### src/rtl/ps2_kbd_rx_pkg.sv
// ps2_kbd_rx_pkg: shared constants for the PS/2 keyboard receiver.
// The frame length, the FSM state encodings and the odd-parity check are defined here.
`timescale 1ns/1ps
package ps2_kbd_rx_pkg;

  // One PS/2 frame: start, 8 data bits LSB-first, odd parity, stop
  localparam int PS2_FRAME_BITS = 11;

  // FSM state encodings
  localparam logic [0:0] ST_IDLE = 1'b0;
  localparam logic [0:0] ST_RECV = 1'b1;

  // Odd parity holds when the 8 data bits plus the parity bit contain an odd number of ones
  function automatic logic parity_ok(input logic [8:0] data_par);
    return ^data_par;
  endfunction

endpackage

### src/rtl/ps2_rx_fifo.sv
// ps2_rx_fifo: synchronous scan-code FIFO with valid/ready read side.
// The pointers carry one extra wrap bit, so full and empty can be told apart.
// A push into a full FIFO is accepted only when a pop happens in the same cycle.
`timescale 1ns/1ps
module ps2_rx_fifo #(
  parameter int DEPTH = 8
) (
  input  logic       clk,
  input  logic       rst_n,
  input  logic       push,
  input  logic [7:0] push_data,
  input  logic       rd_ready,
  output logic [7:0] rd_data,
  output logic       rd_valid,
  output logic       full,
  output logic       pop
);

  localparam int AW = $clog2(DEPTH);

  logic [AW:0] wr_ptr_r;
  logic [AW:0] rd_ptr_r;
  logic [7:0]  mem_r [DEPTH];
  logic        empty_s;
  logic        full_s;
  logic        pop_s;
  logic        wr_en_s;

  assign empty_s  = (wr_ptr_r == rd_ptr_r);
  assign full_s   = (wr_ptr_r[AW] != rd_ptr_r[AW]) &&
                    (wr_ptr_r[AW-1:0] == rd_ptr_r[AW-1:0]);
  assign pop_s    = rd_ready & ~empty_s;
  assign wr_en_s  = push & (~full_s | pop_s);

  assign rd_data  = mem_r[rd_ptr_r[AW-1:0]];
  assign rd_valid = ~empty_s;
  assign full     = full_s;
  assign pop      = pop_s;

  // Storage array: cleared on reset so the head reads zero, written on an accepted push
  always_ff @(posedge clk or negedge rst_n) begin
    if (!rst_n) begin
      for (int i = 0; i < DEPTH; i++) begin
        mem_r[i] <= 8'h00;
      end
    end else if (wr_en_s) begin
      mem_r[wr_ptr_r[AW-1:0]] <= push_data;
    end
  end

  // Read and write pointers, wrapping naturally through the extra MSB
  always_ff @(posedge clk or negedge rst_n) begin
    if (!rst_n) begin
      wr_ptr_r <= '0;
      rd_ptr_r <= '0;
    end else begin
      if (wr_en_s) begin
        wr_ptr_r <= wr_ptr_r + (AW+1)'(1);
      end
      if (pop_s) begin
        rd_ptr_r <= rd_ptr_r + (AW+1)'(1);
      end
    end
  end

endmodule

### src/rtl/ps2_kbd_rx.sv
// ps2_kbd_rx: PS/2 keyboard receiver.
// It synchronises ps2_clk/ps2_data and deframes 11-bit frames on ps2_clk falling edges.
// It checks the start, stop and odd-parity bits and queues good scan codes in ps2_rx_fifo.
// Optional macro PS2_RX_TIMEOUT_EN abandons a partial frame after TIMEOUT_CYCLES
// clk cycles with no falling edge.
`timescale 1ns/1ps
module ps2_kbd_rx
  import ps2_kbd_rx_pkg::*;
#(
  parameter int FIFO_DEPTH     = 8,
  parameter int TIMEOUT_CYCLES = 4096
) (
  input  logic       clk,
  input  logic       rst_n,
  input  logic       ps2_clk,
  input  logic       ps2_data,
  output logic [7:0] rd_data,
  output logic       rd_valid,
  input  logic       rd_ready,
  output logic       frame_err,
  output logic       overflow,
  input  logic       overflow_clr,
  output logic       timeout
);

  localparam logic [3:0] STOP_IDX = 4'(PS2_FRAME_BITS - 1);

  logic [2:0] sync_clk_r;
  logic [2:0] sync_data_r;
  logic       fall_s;
  logic       bit_s;

  logic [0:0] state_r;
  logic [3:0] cnt_r;
  logic [9:0] buf_r;

  logic       stop_fall_s;
  logic       frame_good_s;
  logic       tmo_hit_s;

  logic       push_r;
  logic [7:0] push_data_r;
  logic       frame_err_r;
  logic       overflow_r;
  logic       timeout_r;

  logic       fifo_full_s;
  logic       fifo_pop_s;

  // Three-flop synchronisers, preset high to match an idle PS/2 bus
  always_ff @(posedge clk or negedge rst_n) begin
    if (!rst_n) begin
      sync_clk_r  <= 3'b111;
      sync_data_r <= 3'b111;
    end else begin
      sync_clk_r  <= {sync_clk_r[1:0], ps2_clk};
      sync_data_r <= {sync_data_r[1:0], ps2_data};
    end
  end

  // Data is taken at the same pipeline depth as the clock edge detect
  assign fall_s       = sync_clk_r[2] & ~sync_clk_r[1];
  assign bit_s        = sync_data_r[1];
  assign stop_fall_s  = fall_s & (state_r == ST_RECV) & (cnt_r == STOP_IDX);
  // Stop bit is the bit arriving now; it is never stored in buf_r
  assign frame_good_s = ~buf_r[0] & bit_s & parity_ok(buf_r[9:1]);

`ifdef PS2_RX_TIMEOUT_EN
  localparam int TW = $clog2(TIMEOUT_CYCLES + 1);
  logic [TW-1:0] tmo_cnt_r;

  assign tmo_hit_s = (state_r == ST_RECV) & ~fall_s &
                     (tmo_cnt_r == TW'(TIMEOUT_CYCLES - 1));

  // Cycles since the last falling edge while a frame is in progress
  always_ff @(posedge clk or negedge rst_n) begin
    if (!rst_n) begin
      tmo_cnt_r <= '0;
    end else if ((state_r != ST_RECV) || fall_s || tmo_hit_s) begin
      tmo_cnt_r <= '0;
    end else begin
      tmo_cnt_r <= tmo_cnt_r + TW'(1);
    end
  end
`else
  logic unused_tmo_cfg_s;
  assign unused_tmo_cfg_s = ^32'(TIMEOUT_CYCLES);
  assign tmo_hit_s        = 1'b0;
`endif

  // Frame FSM: collect bits on each falling edge, return to IDLE after the stop bit
  always_ff @(posedge clk or negedge rst_n) begin
    if (!rst_n) begin
      state_r <= ST_IDLE;
      cnt_r   <= 4'd0;
      buf_r   <= 10'd0;
    end else begin
      case (state_r)
        ST_IDLE: begin
          if (fall_s) begin
            buf_r[0] <= bit_s;
            cnt_r    <= 4'd1;
            state_r  <= ST_RECV;
          end
        end
        ST_RECV: begin
          if (fall_s) begin
            if (cnt_r == STOP_IDX) begin
              cnt_r   <= 4'd0;
              state_r <= ST_IDLE;
            end else begin
              buf_r[cnt_r] <= bit_s;
              cnt_r        <= cnt_r + 4'd1;
            end
          end else if (tmo_hit_s) begin
            cnt_r   <= 4'd0;
            state_r <= ST_IDLE;
          end
        end
        default: begin
          cnt_r   <= 4'd0;
          state_r <= ST_IDLE;
        end
      endcase
    end
  end

  // Frame verdict, registered: the push request or the error pulse follows the stop bit by one cycle
  always_ff @(posedge clk or negedge rst_n) begin
    if (!rst_n) begin
      push_r      <= 1'b0;
      push_data_r <= 8'h00;
      frame_err_r <= 1'b0;
      timeout_r   <= 1'b0;
    end else begin
      push_r      <= stop_fall_s & frame_good_s;
      frame_err_r <= stop_fall_s & ~frame_good_s;
      timeout_r   <= tmo_hit_s;
      if (stop_fall_s) begin
        push_data_r <= buf_r[8:1];
      end
    end
  end

  // Sticky overflow: a clear wins over a same-cycle drop
  always_ff @(posedge clk or negedge rst_n) begin
    if (!rst_n) begin
      overflow_r <= 1'b0;
    end else if (overflow_clr) begin
      overflow_r <= 1'b0;
    end else if (push_r & fifo_full_s & ~fifo_pop_s) begin
      overflow_r <= 1'b1;
    end
  end

  ps2_rx_fifo #(
    .DEPTH(FIFO_DEPTH)
  ) u_fifo (
    .clk      (clk),
    .rst_n    (rst_n),
    .push     (push_r),
    .push_data(push_data_r),
    .rd_ready (rd_ready),
    .rd_data  (rd_data),
    .rd_valid (rd_valid),
    .full     (fifo_full_s),
    .pop      (fifo_pop_s)
  );

  assign frame_err = frame_err_r;
  assign overflow  = overflow_r;
  assign timeout   = timeout_r;

endmodule

### config.mk
export PLATFORM = sky130hd
export DESIGN_NAME = ps2_kbd_rx
export DESIGN_NICKNAME = d
export VERILOG_FILES = /design/src/rtl/ps2_kbd_rx_pkg.sv /design/src/rtl/ps2_rx_fifo.sv /design/src/rtl/ps2_kbd_rx.sv
export SDC_FILE = /design/constraint.sdc
export NUM_CORES = 1
export LEC_CHECK = 0
export BUFFER_PORTS_ARGS = -buffer_cell sky130_fd_sc_hd__buf_2
export CAP_MARGIN = 40
export CORE_MARGIN = 1
export CORE_UTILIZATION = 61
export DETAILED_ROUTE_END_ITERATION = 6
export PLACE_DENSITY = 0.82
export SYNTH_ARGS = -nofsm -noshare
export SYNTH_HDL_FRONTEND = slang
export SYNTH_SLANG_ARGS = --single-unit
### constraint.sdc
create_clock -name clk -period 3.34 [get_ports clk]
set_clock_uncertainty 0.15 [all_clocks]
set_input_delay 0.668 -clock clk [delete_from_list [all_inputs] [get_ports clk]]
set_output_delay 0.668 -clock clk [all_outputs]
set_load 0.02 [all_outputs]
==> flow_summary_export.csv, run 1 <==
group,metric,value,unit
critical_path,crit_type,"flip-flop to output port",
cts,numCtsBuffers,9,
sta,rsz0062_at_grt,"false",
cts,insertion_delay,360,ps
cts,hold_buffers,0,
cts,cts_buffer_depth,2,
cts,cts.clk_slew.worst_paths,100,ps
route,avgRoutedWirePerCell,19.8,um
cells_and_area,fillers,507,
yosys,syn_inst,324,
critical_path,crit_slowest_cell,"and3_1",
pwr,combPwrFrac,26.8,%
route,dr_total_vias,2731,
critical_path,reg2regPathDepth,5,
critical_path,crit_arrival,2130,ps
job,cap_violations,0,
pwr,p_int,2180,uW
floorplan,start_util,64.3,%
route,drt-met1-wl,3970,um
grt,grt_max_degree,46,
pwr,p_seq_share,49.2,%
critical_path,path_depth,6,
grt,grt.total_usage,24.1,%
sta,slew_viol_final,0,
pwr,power_leakage,0.00240,uW
pwr,p_per_area,636,nW/um^2
sta,finalSetupViolCount,0,
yosys,yosysSeqAreaShare,54.5,%
sta,fmax,339,MHz
yosys,ys_types,41,
route,met2WireLength,4360,um
yosys,synth_seq_cells,103,
cells_and_area,drive_above_1_share,45.8,%
pwr,switching_share,33.1,%
critical_path,cp_data_required_time,2520,ps
critical_path,endpoint_kind,"output port",
critical_path,crit_path_start_kind,"flip-flop",
floorplan,pin_count,18,
route,drt_iter0_markers,117,
floorplan,rows,31,
yosys,synth_area_per_cell,14.6,sq um
sta,min_period_over_period,88.3,%
placed_design,port_buffers,16,
run_status,status,"finished clean",
pwr,fin_total_pwr,3260,uW
pwr,power.net_switching,1080,uW
sta,tightest_slew,829,ps
route,drtAntennaViolNets,0,
critical_path,critical-path-top-delay-family,"buffers and inverters",
sta,setup_tns,0,ps
critical_path,crit_top_cell,"buf_4",
cells_and_area,antennaDiodeCount,0,
floorplan,dieArea,8130,sq um
critical_path,crit_chain,"buf_4, xnor2_1, and3_1, buf_4, nand2_1, buf_2",
floorplan,die_h,90.1,um
grt,antenna_found_initial,0,
route,vias_per_cell,6.10,
yosys,syn-cell-area,4740,sq um
cells_and_area,area_growth,8.26,%
sta,fin_crit,2950,ps
route,drc_errors,0,
grt,gr-total-overflow,0,
grt,grt_pass1_wl,14800,um
cts,htree_num_levels,3,
yosys,yosysWarnings,0,
yosys,synth.net_count,332,
sta,finalHoldViolations,0,
grt,grt_pass1_vias,2826,
critical_path,crit_fanout,20,
pwr,clkPwrFrac,24.0,%
floorplan,dieWidth,90.1,um
floorplan,coreArea,7370,sq um
yosys,synth_top_cell_by_area,"dfrtp_1",
sta,max_slew_margin,44.7,%
placed_design,place_congestion,0.790,
cts,post_cts_resize_count,0,
yosys,yosysTopAreaCellShare,51.7,%
cts,cts_sinks,103,
route,routed_wl,8870,um
cells_and_area,fin_nets,352,
cts,cts_root_buf,"clkbuf_8",
critical_path,cp.buffers_inverters,3,
min_path,hold_class,"input port to async pin",
yosys,synthTopCellsByArea,"dfrtp_1 (52%), mux2_2 (22%), mux4_2 (7.6%), dfstp_2 (2.8%), xnor2_1 (1.8%)",
cts,post_cts_buffers,0,
route,dr.max_layer_used,"met4",
placed_design,dp_hpwl,5730,um
critical_path,cp_slowest_stage_delay,460,ps
cells_and_area,utilization,69.6,%
pwr,peakVddDrop,0.272,mV
route,dr.pass1.iters,5,
route,wl_met3,399,um
cts,tritoncts,"built",
-- layer usage --
layer,vias to the layer above,track usage (%)
met3,10,5.92
li1,1219,-
met5,-,0
met1,1435,33.5
met4,0,6.72
met2,67,38.3
-- worst reg2reg max path, delay by kind of cell (launching register included) --
family                 cells  cell delay (ps)
buffers and inverters      1              350
multiplexers               1              420
XOR/XNOR                   1              150
AO/OA/AOI/OAI              1              720
AND/OR/NAND/NOR            1              300
flip-flops                 1              340
-- sequential cells by signal, summed over array words and instances (netlist names) --
signal and cells:
cnt_r 4, frame_err 1, u_fifo.wr_ptr_r 4, u_fifo.mem_r 64
sync_clk_r 3, overflow 1, push_r 1, push_data_r 8
u_fifo.rd_ptr_r 4, buf_r 10, state_r 1, sync_data_r 2
-- stage by stage --
step	cells	hold slack (ps)	worst slack [ps]	instance area, sq um
detailed placement	432	199	777	4930
floorplan	324	195	855	4740
global route	448	187	247	5130
finish	448	160	390	5130
global placement	431	196	837	4920
CTS	448	158	357	5130
-- cell usage after synthesis (all sizes together) --
master,instances
a211oi,1
a21boi,1
a21oi,14
a31oi,1
a41oi,1
and2b,1
and3,2
and3b,1
buf,11
clkbuf,5
conb,1
dfrtp,98
dfstp,5
ha,2
inv,7
mux2,92
mux4,16
nand2,7
nand2b,4
nand3,7
nand3b,1
nand4,2
nor2,9
nor2b,4
nor3,3
nor4,3
o21ai,4
o22a,1
o22ai,1
o311ai,1
o31a,1
o31ai,1
xnor2,10
xnor3,1
xor2,5
-- kinds of logic (layout without fill, tap and decap cells) --
family / after synthesis / after routing / synth area share, %
adders and majority gates: 2 / 2 / 0.528
and+or+nand+nor: 44 / 44 / 4.80
muxes: 108 / 108 / 29.5
DFF: 103 / 103 / 54.5
AOI/OAI and AO/OA: 27 / 27 / 4.81
other: 1 / 1 / 0.0791
buffers and inverters: 23 / 48 / 2.56
xor gates and xnor gates: 16 / 16 / 3.25
-- cell usage in the layout (no fill, tap or decap), types with 2 or more instances in the layout --
| cell | synthesis | routed |
|---|---|---|
| a21oi_1 | 6 | 6 |
| a21oi_2 | 3 | 3 |
| a21oi_4 | 5 | 5 |
| and3_1 | 2 | 2 |
| buf_2 | 4 | 15 |
| buf_4 | 4 | 9 |
| clkbuf_8 | 0 | 10 |
| clkinvlp_4 | 0 | 2 |
| dfrtp_1 | 98 | 98 |
| dfstp_2 | 5 | 5 |
| ha_1 | 2 | 2 |
| inv_1 | 7 | 7 |
| mux2_2 | 91 | 91 |
| mux4_2 | 16 | 16 |
| nand2_1 | 7 | 7 |
| nand2b_1 | 4 | 4 |
| nand3_1 | 7 | 7 |
| nand4_1 | 2 | 2 |
| nor2_1 | 9 | 9 |
| nor2b_1 | 4 | 4 |
| nor3_1 | 3 | 3 |
| nor4_1 | 3 | 3 |
| o21ai_0 | 4 | 4 |
| xnor2_1 | 10 | 10 |
| xor2_1 | 5 | 5 |
-- cell type report --
class | instances | area, sq um | area share (%)
Clock buffer | 11 | 141 | 2.76
Clock inverter | 5 | 58.8 | 1.15
Inverter | 7 | 26.3 | 0.512
Multi-Input combinational cell | 198 | 2030 | 39.6
Sequential cell | 103 | 2580 | 50.4
Tap cell | 99 | 124 | 2.41
Timing Repair Buffer | 25 | 163 | 3.17
-- power groups by stage --
stage               Combinational [uW]  Sequential, uW  Clock (uW)
CTS                                879            1600         802
detailed placement                 879            1630           0
global route                       956            1640         847
global placement                   850            1620           0
finish                             873            1610         784
floorplan                          777            1530           0
-- final timing paths --
path                                    start                to  slack, ps
hold reg to reg                 sync_clk_r[0]     sync_clk_r[1]        210
setup / recovery           u_fifo.rd_ptr_r[0]          rd_valid        390
setup reg to reg           u_fifo.rd_ptr_r[0]  u_fifo.mem_r[25]        790
hold / removal                          rst_n          overflow        160
max in group asynchronous               rst_n  u_fifo.mem_r[27]       2190
min in group clk                sync_clk_r[0]     sync_clk_r[1]        210
Power figures use the tool's default switching activity.
==> run 2: changes to the inputs <==
Settings changed: CAP_MARGIN 40 to default, SYNTH_HIERARCHICAL from default to 1.
Clock period 3.34 ns to 3.3 ns, I/O delays scaled along.
==> flow_summary_export.csv, run 2 <==
group,metric,value,unit
run_status,status,"finished clean",
sta,fin_crit,3020,ps
pwr,combPwrFrac,23.4,%
cts,post_cts_buffers,0,
job,cap_violations,0,
cells_and_area,fillers,558,
sta,max_slew_margin,37.4,%
min_path,whs_endpoint,"sync_data_r[1]",
grt,grt_pass1_wl,14800,um
pwr,peakVddDrop,0.287,mV
critical_path,crit_chain,"mux4_2, mux2_2, buf_2",
yosys,yosys.area_share.xor_xnor,4.25,%
critical_path,startpoint,"u_fifo/rd_ptr_r[1]",
yosys,synth_mux_area_share,29.0,%
critical_path,cp_slowest_stage_delay,960,ps
route,avgRoutedWirePerCell,19.1,um
yosys,yosysTopAreaCellShare,50.8,%
cts,cts_root_buf,"clkbuf_8",
yosys,yosys.area_share.simple,6.66,%
cts,numCtsBuffers,9,
cts,insertion_delay,350,ps
min_path,hold_depth,0,
critical_path,path_depth,3,
cells_and_area,top_register,"u_fifo/mem_r",
yosys,synthTopCellsByCount,"dfrtp_1 (98), mux2_2 (90), mux4_2 (16)",
sta,setup_tns,0,ps
yosys,yosysWarnings,6,
pwr,p_per_area,570,nW/um^2
cells_and_area,multi_input_area,2120,sq um
critical_path,endpoint_kind,"output port",
critical_path,cp.buffers_inverters,1,
yosys,synth_edf_count,0,
cells_and_area,area_growth,6.89,%
yosys,synth_seq_cells,103,
grt,grt_pass1_vias,2865,
yosys,yosysSeqAreaShare,53.5,%
floorplan,start_util,62.8,%
min_path,hold_start,"sync_data_r[0]",
cts,cts_sinks,103,
cts,cts_buffer_depth,2,
pwr,power.net_switching,924,uW
placed_design,dp_hpwl,5660,um
route,dr.pass1.iters,4,
cells_and_area,layout_common_cells,"dfrtp_1 (98), mux2_2 (90), mux4_2 (16)",
critical_path,rrSetupSlack,700,ps
yosys,syn_inst,324,
yosys,syn-cell-area,4830,sq um
sta,tightest_slew,939,ps
cts,htree_num_levels,3,
sta,finalHoldViolations,0,
sta,rsz0062_at_grt,"false",
critical_path,crit_fanout,22,
floorplan,pin_count,18,
cts,hold_buffers,0,
yosys,synth.net_count,332,
critical_path,r2r-start,"u_fifo/rd_ptr_r[1]",
floorplan,dieWidth,91.0,um
cells_and_area,ff_latch_area,2580,sq um
min_path,hold_class,"flip-flop to flip-flop",
floorplan,rows,32,
placed_design,dpl-instance-area,4980,sq um
placed_design,place_congestion,0.817,
floorplan,coreArea,7690,sq um
pwr,switching_share,31.4,%
yosys,synthTopCellsByArea,"dfrtp_1 (51%), mux2_2 (21%), mux4_2 (7.5%), dfstp_2 (2.7%), xnor2_1 (1.8%)",
cells_and_area,final_common_cell,"dfrtp_1",
cells_and_area,drive_above_1_share,47.8,%
route,drt_iter0_markers,140,
critical_path,crit_arrival,2210,ps
cells_and_area,utilization,67.1,%
route,drc_errors,0,
critical_path,crit_path_start_kind,"flip-flop",
cells_and_area,finalInstanceArea,5160,sq um
sta,finalSetupViolCount,0,
grt,gr-total-overflow,0,
route,drtAntennaViolNets,0,
yosys,synth_top_cell_by_area,"dfrtp_1",
floorplan,die_h,91.0,um
sta,hold_ws,210,ps
yosys,ys.flop_type,"dfrtp_1",
pwr,p_int,2020,uW
route,vias_per_cell,5.94,
grt,antenna_found_initial,0,
critical_path,critical-path-top-delay-family,"flip-flops",
pwr,p_seq_share,52.7,%
route,dr_total_vias,2656,
yosys,postSynth.asyncResetShare,100,%
route,routed_wl,8550,um
cts,post_cts_resize_count,0,
yosys,synth-compound-area-share,3.45,%
grt,grt.total_usage,23.5,%
cts,cts.clk_slew.worst_paths,90,ps
critical_path,crit_type,"flip-flop to output port",
yosys,ys_types,51,
cells_and_area,antennaDiodeCount,0,
cells_and_area,largest_reg_flops,64,
cells_and_area,largest_registers,"u_fifo/mem_r: 64 flops, buf_r: 10 flops, push_data_r: 8 flops",
sta,min_period_over_period,91.4,%
sta,slew_viol_final,0,
yosys,synth_top_family_by_area,"multiplexers",
cts,tritoncts,"built",
critical_path,reg2regPathDepth,4,
critical_path,cp_data_required_time,2490,ps
floorplan,dieArea,8280,sq um
pwr,clkPwrFrac,23.9,%
pwr,power_leakage,0.00246,uW
yosys,synth_adder_area_share,0.518,%
critical_path,r2r-end,"u_fifo/mem_r[22]",
cells_and_area,fin_nets,348,
placed_design,port_buffers,16,
critical_path,crit_slowest_cell,"dfrtp_1",
sta,fmax,332,MHz
yosys,synth.most_common_cell,"dfrtp_1",
grt,grt_max_degree,60,
yosys,synth_area_per_cell,14.9,sq um
==> run 2: cells by family (layout without fill, tap and decap cells) <==
| kind of cell | Yosys count | after routing |
|---|---|---|
| compound gates | 18 | 18 |
| xor+xnor | 18 | 18 |
| fa+ha+maj | 2 | 2 |
| buf+inv | 21 | 42 |
| flops | 103 | 103 |
| mux | 108 | 108 |
| other cells | 1 | 1 |
| simple gates | 53 | 53 |
==> run 2: final cells by class <==
type,instances,area share (%)
sequential,103,50.1
multi-input combinational,200,41.1
clock buffer,12,2.81
timing repair buffer,21,2.57
tap,102,2.47
clock inverter,4,0.606
inverter,5,0.364
==> run 2: worst max path at each step <==
| stage | to | slack (ps) |
|---|---|---|
| after floorplan | rd_data[0] | 830 |
| after global placement | rd_data[5] | 710 |
| after detailed placement | rd_data[5] | 690 |
| after CTS | rd_data[5] | 300 |
| after global routing | rd_data[5] | 190 |
| final | rd_data[5] | 280 |
==> run 2: worst reg2reg max path: cells and delay by family, from the launching register on <==
kind	cells	cell delay, ps
AO/OA/AOI/OAI	1	340
flip-flops	1	960
multiplexers	1	420
AND/OR/NAND/NOR	2	610
==> run 2: layer usage <==
metal,GRT usage (%),wire length (um)
met4,9.26,136
met2,38.1,4240
met1,31.3,3910
met3,5.11,263
met5,0,0
==> run 2: power by group through the flow <==
stage	logic [uW]	clock network, uW	registers, uW
floorplan	646	0	1460
finish	688	704	1550
global placement	669	0	1560
detailed placement	698	0	1570
CTS	699	725	1550
global route	758	771	1570
==> run 2: through the flow <==
| step | cells | power [uW] | setup WS [ps] |
|---|---|---|---|
| final | 447 | 2940 | 284 |
| after global routing | 447 | 3100 | 194 |
| after CTS | 447 | 2970 | 296 |
| after detailed placement | 431 | 2270 | 691 |
| after global placement | 431 | 2230 | 709 |
| after floorplan | 324 | 2110 | 831 |
==> run 3: changes to the inputs <==
Settings changed: SETUP_SLACK_MARGIN from default to 0.5.
==> flow_summary_export.csv, run 3 (synthesis results as in run 2) <==
group,metric,value,unit
sta,setup_tns,0,ps
critical_path,cp_slowest_stage_delay,500,ps
cts,cts_buffer_depth,2,
floorplan,pin_count,18,
pwr,combPwrFrac,24.5,%
grt,grt_max_degree,60,
route,drt_iter0_markers,149,
floorplan,dieArea,8280,sq um
floorplan,dieWidth,91.0,um
sta,slew_viol_final,0,
run_status,status,"finished clean",
cells_and_area,largest_reg_flops,64,
pwr,p_seq_share,52.1,%
pwr,power_leakage,0.00248,uW
cells_and_area,ff_latch_area,2590,sq um
sta,tightest_slew,748,ps
route,drc_errors,0,
floorplan,rows,32,
floorplan,start_util,62.8,%
critical_path,crit_fanout,10,
critical_path,crit_slowest_cell,"mux4_2",
critical_path,crit_chain,"buf_12, mux4_2, mux2_2, buf_2",
sta,fin_crit,2720,ps
cts,cts.clk_slew.worst_paths,90,ps
pwr,switching_share,31.4,%
route,drtAntennaViolNets,0,
critical_path,cp_data_required_time,2490,ps
critical_path,crit_type,"flip-flop to output port",
route,vias_per_cell,5.96,
pwr,peakVddDrop,0.289,mV
pwr,power.net_switching,944,uW
min_path,hold_class,"flip-flop to flip-flop",
placed_design,dp_cells,431,
cts,numCtsBuffers,9,
route,avgRoutedWirePerCell,19.3,um
cts,tritoncts,"built",
cells_and_area,fin_nets,349,
cts,htree_num_levels,3,
cts,cts_root_buf,"clkbuf_8",
cells_and_area,drive_above_1_share,48.6,%
sta,finalSetupViolCount,0,
grt,antenna_found_initial,0,
grt,grt_pass1_vias,2871,
route,dr_total_vias,2668,
pwr,p_per_area,578,nW/um^2
job,cap_violations,0,
cells_and_area,layout_common_cells,"dfrtp_1 (96), mux2_2 (90), mux4_2 (16)",
pwr,fin_total_pwr,3010,uW
critical_path,crit_arrival,1910,ps
placed_design,port_buffers,16,
pwr,p_int,2060,uW
cts,post_cts_buffers,0,
cts,insertion_delay,350,ps
critical_path,crit_path_start_kind,"flip-flop",
sta,rsz0062_at_grt,"false",
cells_and_area,area_growth,7.72,%
cells_and_area,top_register,"u_fifo/mem_r",
cells_and_area,multi_input_area,2120,sq um
cells_and_area,final_common_cell,"dfrtp_1",
sta,max_slew_margin,50.1,%
floorplan,coreArea,7690,sq um
placed_design,place_congestion,0.817,
grt,grt.total_usage,23.6,%
pwr,clkPwrFrac,23.4,%
cells_and_area,antennaDiodeCount,0,
grt,grt_pass1_wl,14800,um
sta,finalHoldViolations,0,
grt,gr-total-overflow,0,
cells_and_area,fillers,550,
cells_and_area,largest_registers,"u_fifo/mem_r: 64 flops, buf_r: 10 flops, push_data_r: 8 flops",
sta,min_period_over_period,82.5,%
sta,fmax,367,MHz
cts,cts_sinks,103,
critical_path,endpoint_kind,"output port",
cells_and_area,instances_no_fill,448,
route,routed_wl,8650,um
floorplan,die_h,91.0,um
placed_design,dp_hpwl,5660,um
route,dr.pass1.iters,4,
run 3: cell types whose count changed in the layout (fill, tap and decap cells not counted):
cell and change:
clkbuf_16 +1, dfrtp_1 -2, buf_12 +1, buf_4 -1, dfrtp_2 +2
run 3: critical path: cells and delay by family (launching register included):
| family | cells | cell delay, ps |
|---|---|---|
| DFF | 1 | 430 |
| muxes | 2 | 790 |
| buffers and inverters | 2 | 330 |
run 3: power groups by stage:
stage / combinational (uW) / clock [uW] / sequential [uW]
after floorplan: 646 / 0 / 1460
after global placement: 669 / 0 / 1560
after detailed placement: 698 / 0 / 1570
after CTS: 714 / 725 / 1550
after global routing: 806 / 773 / 1590
final: 737 / 704 / 1570
run 3: final cells by class:
cell class	instances	share of cell area (%)
tap	102	2.45
sequential	103	49.7
timing repair buffer	22	3.27
clock inverter	4	0.601
clock buffer	12	2.79
multi-input combinational	200	40.8
inverter	5	0.361
run 3: layer usage:
layer  vias up  track usage, %  routed length (um)
li1       1211               -                   -
met1      1398            31.4                3840
met2        49            38.1                4370
met3        10            5.11                 304
met4         0            9.26                 135
met5         -               0                   0
run 3: path summary, 6_finish.rpt:
check | end | slack, ps | cells after the start | startpoint
worst max-delay path | rd_data[5] | 580 | 4 | u_fifo/rd_ptr_r[0]
worst min-delay path | sync_data_r[1] | 210 | 0 | sync_data_r[0]
worst max register to register | u_fifo/mem_r[40] | 990 | 5 | u_fifo/wr_ptr_r[0]
worst min register to register | sync_data_r[1] | 210 | 0 | sync_data_r[0]
max in group asynchronous | sync_data_r[1] | 2040 | 2 | rst_n
min in group asynchronous | u_fifo/mem_r[27] | 220 | 1 | rst_n
run 3: timing repair:
item	CTS	global route
setup endpoints to repair	8	8
cloned	0	1
gates resized for setup	4	1
hold buffers	0	0
run 3: stage by stage:
step / utilization, % / setup slack, ps / instance area [sq um] / hold slack (ps)
after floorplan: - / 831 / 4830 / 195
after global placement: 64.8 / 709 / 4980 / 196
after detailed placement: 64.8 / 691 / 4980 / 197
after CTS: 67.3 / 536 / 5170 / 211
after global routing: 67.7 / 493 / 5200 / 212
final: 67.7 / 576 / 5200 / 210
